## config.mk

```make
export PLATFORM = sky130hd
export DESIGN_NAME = io_port_unit
export DESIGN_NICKNAME = d
export VERILOG_FILES = /design/src/rtl/io_pkg.sv /design/src/rtl/sync_fifo.sv /design/src/rtl/io_port_unit.sv
export SDC_FILE = /design/constraint.sdc
export NUM_CORES = 1
export LEC_CHECK = 0
export ABC_AREA = 1
export BUFFER_PORTS_ARGS = -buffer_cell sky130_fd_sc_hd__buf_2
export CELL_PAD_IN_SITES_DETAIL_PLACEMENT = 1
export CELL_PAD_IN_SITES_GLOBAL_PLACEMENT = 1
export CORE_AREA = 2 2 86 121
export DETAILED_ROUTE_END_ITERATION = 7
export DIE_AREA = 0 0 88 123
export GPL_ROUTABILITY_DRIVEN = 0
export PLACE_DENSITY = 0.76
export SLEW_MARGIN = 20
export SYNTH_ARGS = -nofsm -noshare
export SYNTH_HDL_FRONTEND = slang
export SYNTH_SLANG_ARGS = --single-unit
export TNS_END_PERCENT = 10
```

## constraint.sdc

```tcl
create_clock -name clk -period 2.5 [get_ports clk]
set_input_delay 0.25 -clock clk [delete_from_list [all_inputs] [get_ports clk]]
set_output_delay 0.25 -clock clk [all_outputs]
set_load 0.05 [all_outputs]
```

## src/rtl/io_pkg.sv

```systemverilog
// Shared types and constants for the I/O port unit.
//   irq_state_t    : interrupt request FSM states
//   DEFAULT_DATA_W : default port data width
package io_pkg;

  localparam int unsigned DEFAULT_DATA_W = 16;

  typedef enum logic [1:0] {
    IrqIdle,
    IrqPending,
    IrqService
  } irq_state_t;

endpackage

```

## src/rtl/sync_fifo.sv

```systemverilog
// Synchronous show-ahead FIFO with synchronous active-high reset.
//   clk, rst     : clock, synchronous reset (clears pointers/count)
//   push, wdata  : write strobe and data (caller guarantees !full or pop)
//   pop          : read strobe (caller guarantees !empty)
//   head         : current head entry, 0 when empty
//   full, empty  : occupancy flags
module sync_fifo #(
  parameter int unsigned DATA_W     = 16,
  parameter int unsigned FIFO_DEPTH = 4
) (
  input  logic              clk,
  input  logic              rst,
  input  logic              push,
  input  logic [DATA_W-1:0] wdata,
  input  logic              pop,
  output logic [DATA_W-1:0] head,
  output logic              full,
  output logic              empty
);

  localparam int unsigned PtrW = $clog2(FIFO_DEPTH);
  localparam int unsigned CntW = PtrW + 1;

  logic [DATA_W-1:0] mem [FIFO_DEPTH];
  logic [PtrW-1:0]   wr_ptr_q, rd_ptr_q;
  logic [CntW-1:0]   count_q;

  assign full  = (count_q == CntW'(FIFO_DEPTH));
  assign empty = (count_q == '0);
  assign head  = empty ? '0 : mem[rd_ptr_q];

  // Pointers are PtrW bits wide, so increment wraps modulo FIFO_DEPTH.
  always_ff @(posedge clk) begin
    if (rst) begin
      wr_ptr_q <= '0;
      rd_ptr_q <= '0;
      count_q  <= '0;
    end else begin
      if (push) wr_ptr_q <= wr_ptr_q + PtrW'(1);
      if (pop)  rd_ptr_q <= rd_ptr_q + PtrW'(1);
      if (push && !pop)      count_q <= count_q + CntW'(1);
      else if (pop && !push) count_q <= count_q - CntW'(1);
    end
  end

  // Storage needs no reset: head is masked while empty.
  always_ff @(posedge clk) begin
    if (push) mem[wr_ptr_q] <= wdata;
  end

endmodule

```

## src/rtl/io_port_unit.sv

```systemverilog
// I/O and interrupt front-end between the core and external pins.
//   clk, rst            : clock, synchronous active-high reset
//   start               : run enable; gates input sampling and new IRQs
//   in_data, in_strobe  : external input word and its strobe
//   in_ready            : input FIFO can accept this cycle
//   rd_en, rd_data      : core IN: pop FIFO head (show-ahead, 0 when empty)
//   rd_empty            : FIFO empty
//   out_we, out_wdata   : core OUT: write output register
//   out_port            : registered output port
//   ext_int             : asynchronous interrupt pin
//   irq, irq_ack        : interrupt request and acknowledge
//   overflow            : sticky, a strobe was dropped while full
module io_port_unit
  import io_pkg::*;
#(
  parameter int unsigned       DATA_W      = DEFAULT_DATA_W,
  parameter int unsigned       FIFO_DEPTH  = 4,
  parameter logic [DATA_W-1:0] OUT_RST_VAL = '0
) (
  input  logic              clk,
  input  logic              rst,
  input  logic              start,
  input  logic [DATA_W-1:0] in_data,
  input  logic              in_strobe,
  output logic              in_ready,
  input  logic              rd_en,
  output logic [DATA_W-1:0] rd_data,
  output logic              rd_empty,
  input  logic              out_we,
  input  logic [DATA_W-1:0] out_wdata,
  output logic [DATA_W-1:0] out_port,
  input  logic              ext_int,
  output logic              irq,
  input  logic              irq_ack,
  output logic              overflow
);

  logic push, pop, full, empty;

  assign pop      = rd_en & ~empty;
  // A pop in the same cycle frees a slot, so a full FIFO can still accept.
  assign in_ready = ~full | pop;
  assign push     = in_strobe & start & in_ready;
  assign rd_empty = empty;

  sync_fifo #(
    .DATA_W     (DATA_W),
    .FIFO_DEPTH (FIFO_DEPTH)
  ) u_fifo (
    .clk   (clk),
    .rst   (rst),
    .push  (push),
    .wdata (in_data),
    .pop   (pop),
    .head  (rd_data),
    .full  (full),
    .empty (empty)
  );

  always_ff @(posedge clk) begin
    if (rst) begin
      out_port <= OUT_RST_VAL;
      overflow <= 1'b0;
    end else begin
      if (out_we) out_port <= out_wdata;
      if (in_strobe && start && !in_ready) overflow <= 1'b1;
    end
  end

  // Interrupt path: two-flop synchroniser, previous-value flop, rising-edge detect.
  logic       sync1_q, sync2_q, prev_q, int_edge;
  irq_state_t state_q, state_d;

  assign int_edge = sync2_q & ~prev_q;

  always_ff @(posedge clk) begin
    if (rst) begin
      sync1_q <= 1'b0;
      sync2_q <= 1'b0;
      prev_q  <= 1'b0;
      state_q <= IrqIdle;
      irq     <= 1'b0;
    end else begin
      sync1_q <= ext_int;
      sync2_q <= sync1_q;
      prev_q  <= sync2_q;
      state_q <= state_d;
      // Drop the request the cycle after it is acknowledged.
      irq     <= (state_q == IrqPending) & ~irq_ack;
    end
  end

  always_comb begin
    state_d = state_q;
    unique case (state_q)
      IrqIdle:    if (int_edge && start) state_d = IrqPending;
      IrqPending: if (irq_ack)           state_d = IrqService;
      // Pin must be released before the request can re-arm.
      IrqService: if (!sync2_q)          state_d = IrqIdle;
      default:                           state_d = IrqIdle;
    endcase
  end

endmodule

```

==> reports/qor.txt <==
status: complete, no violations
Non-Filler Instances: 577
clock root cell: clkbuf_16
crit-path max cell delay: 0.59 ns
number of DRC markers in iteration 0: 111
commonest cells after routing, fill and taps aside: 112 x nor2_1, 75 x buf_2, 64 x edfxtp_1
commonest non-fill, non-tap cell in the layout: nor2_1
Critical-path top delay cell: dfxtp_1
Slew @ Worst Pin: 0.548 ns
Max Slew Vio Count: 0
die area: 10800 sq um
layout cells sized above 1: 23.3%
CP Class: reg2out
PostCTS Resize Cnt: 0
DRC viols: 0
area delta synth->final: 19.0%
hold path startpoint: irq_ack
Critical Path Stages: 6
hold path depth: 2
synth unique cells: 25
I/O pin total: 76
Starting Density: 39.3%
FF/Latch Area: 2560 sq um
pin count of the biggest net entering global routing: 33
crit end category: output pin
VDD IR max: 0.000432 V
Port Buffers: 75
total routed wirelength: 8590 um
Hold Crit Class: in2reg
Syn Inst Count: 361
clock slew at reported path FFs: 0.06 ns
most used cell along the critical path: nor2_1
DR vias/cell: 4.77
PD cells: 1080 nW/um^2
DR vias: 2755
Reg power frac: 38.3%
Avg WL per Cell: 14.9 um
Max-slew headroom: 63.4%
row cnt: 43
initial antenna violation count: 0
Clk pwr share: 25.0%
Hold Crit Endpoint: irq
Cell Area, Synth: 3820 sq um
RSZ-0062 raised after global routing: false
Hold Buf Count CTS: 0
Clock Path Buffers: 2
R2R cell count: 9
FF-to-FF Start: u_fifo.count_q[1]
crit-path cells: buf_4 -> nor2_1 -> nor2_1 -> o21ai_1 -> a21oi_1 -> buf_2
GR Util All Layers: 16.9%
antenna cell count: 0
Final Cell Area: 4550 sq um
Worst EP arrival: 1.93 ns
worst skew pair latency: 0.34 ns
Synth Net Count: 407
switching pwr: 2040 uW
Int Pwr: 2880 uW
cell family with most CP delay: flip-flops
Reg2Reg Setup Slack: 0.52 ns
core box area: 9740 sq um
Buf/Inv on CP: 2
Max Cap Viol: 0
footprint of the multi-input gates: 1020 sq um
skew final: 0.00565 ns
Tmin final: 2.18 ns
final setup fails: 0
H-tree levels: 3
Die W: 88 um
fillers: 1090
Final HPWL DP: 6000 um
Final #Nets: 484
leakage: 0.00185 uW
first-pass detailed-route iteration total: 4
Placed Cells: 562
Final period util: 87.1%
number of global-route vias before repair: 2967
Worst EP required: 2.25 ns
CTS tree: yes
critical path peak fanout: 16
Fmax achieved: 459 MHz
reg2reg end: u_fifo.count_q[1]
Remaining Overflow, GRT: 0
Routed Antenna Nets: 0
clock sinks: 96
YS warnings: 0
#FFs+latches synth: 96
Placed Area: 4290 sq um
first-pass GRT wire length: 13800 um
Mean Syn Cell Area: 10.6 sq um
Comb pwr share: 36.7%
Die Ht: 123 um
total CTS buffers: 9
Seq/Total Area, Yosys: 67.0%
CP startpoint kind: register
final hold violation count: 0
switching share of power: 41.5%
hold_ws: 0.109 ns
Post CTS Setup Buffer Count: 0
final setup TNS: 0 ns
kinds of logic (layout without fill, tap and decap cells):
kind of cell | after synthesis | count (layout) | synth area share, %
AOI/OAI and AO/OA | 73 | 73 | 9.56
and+or+nand+nor | 141 | 141 | 14.7
buffers and inverters | 44 | 125 | 6.35
xor gates and xnor gates | 1 | 1 | 0.229
adders and majority gates | 6 | 6 | 2.16
DFF | 96 | 96 | 67.0
worst reg2reg max path, delay by kind of cell (launching register included):
kind | cells | cell delay (ns)
flops | 1 | 0.36
compound gates | 1 | 0.19
simple gates | 4 | 0.53
fa+ha+maj | 2 | 0.64
buf+inv | 2 | 0.16
Yosys cell counts (all sizes together):
master / instances / area [sq um]
ha: 5 / 62.6
xor2: 1 / 8.76
fa: 1 / 20.0
inv: 28 / 110
nor4: 1 / 6.26
nand3: 9 / 50.1
nand2: 17 / 66.3
clkbuf: 5 / 21.3
nor2: 113 / 432
buf: 11 / 111
nand4: 1 / 6.26
a21oi: 23 / 115
edfxtp: 64 / 1920
o21ai: 50 / 250
dfxtp: 32 / 641
cell type report:
cell class	instances	area share [%]
clock buffer	9	4.95
clock inverter	6	0.798
inverter	28	2.42
multi-input combinational	221	22.4
sequential	96	56.3
tap	135	3.71
timing repair buffer	82	9.41
metrics by stage:
step                power, uW  setup slack (ns)  util [%]
detailed placement       3750             0.534      44.0
global route             5190             0.143      46.7
finish                   4910             0.322      46.7
global placement         3680             0.664      44.0
CTS                      4990             0.265      46.7
floorplan                3370             0.444         -
power groups by stage:
stage	Combinational (uW)	Clock [uW]	Sequential, uW
finish	1810	1230	1880
global route	1970	1320	1890
CTS	1840	1270	1880
detailed placement	1830	0	1920
global placement	1770	0	1910
floorplan	1410	0	1950
metal layers:
| metal | vias to the layer above | global-route usage, % | part of all wire [%] |
|---|---|---|---|
| met5 | - | 0 | 0 |
| met4 | 0 | 6.63 | 1.4 |
| met3 | 11 | 4.34 | 4.7 |
| met2 | 71 | 32.1 | 55 |
| met1 | 1320 | 17.3 | 39 |
| li1 | 1353 | - | - |
state kept, by name, summed over array words and instances, names as in the netlist, named ones only:
register / count
state_q: 2
u_fifo.rd_ptr_q: 2
out_port: 16
overflow: 1
sync2_q: 1
sync1_q: 1
irq: 1
u_fifo.count_q: 3
u_fifo.wr_ptr_q: 2
prev_q: 1
u_fifo.mem: 64
how the worst max path moves through the flow:
stage	startpoint	slack, ns	endpoint
finish	register	0.32	rd_data[4]
global route	register	0.14	rd_data[4]
CTS	register	0.27	rd_data[4]
detailed placement	u_fifo.count_q[0]	0.53	u_fifo.count_q[2]
global placement	u_fifo.count_q[1]	0.66	u_fifo.count_q[1]
floorplan	u_fifo.count_q[1]	0.44	u_fifo.count_q[1]
Power figures use the tool's default switching activity.
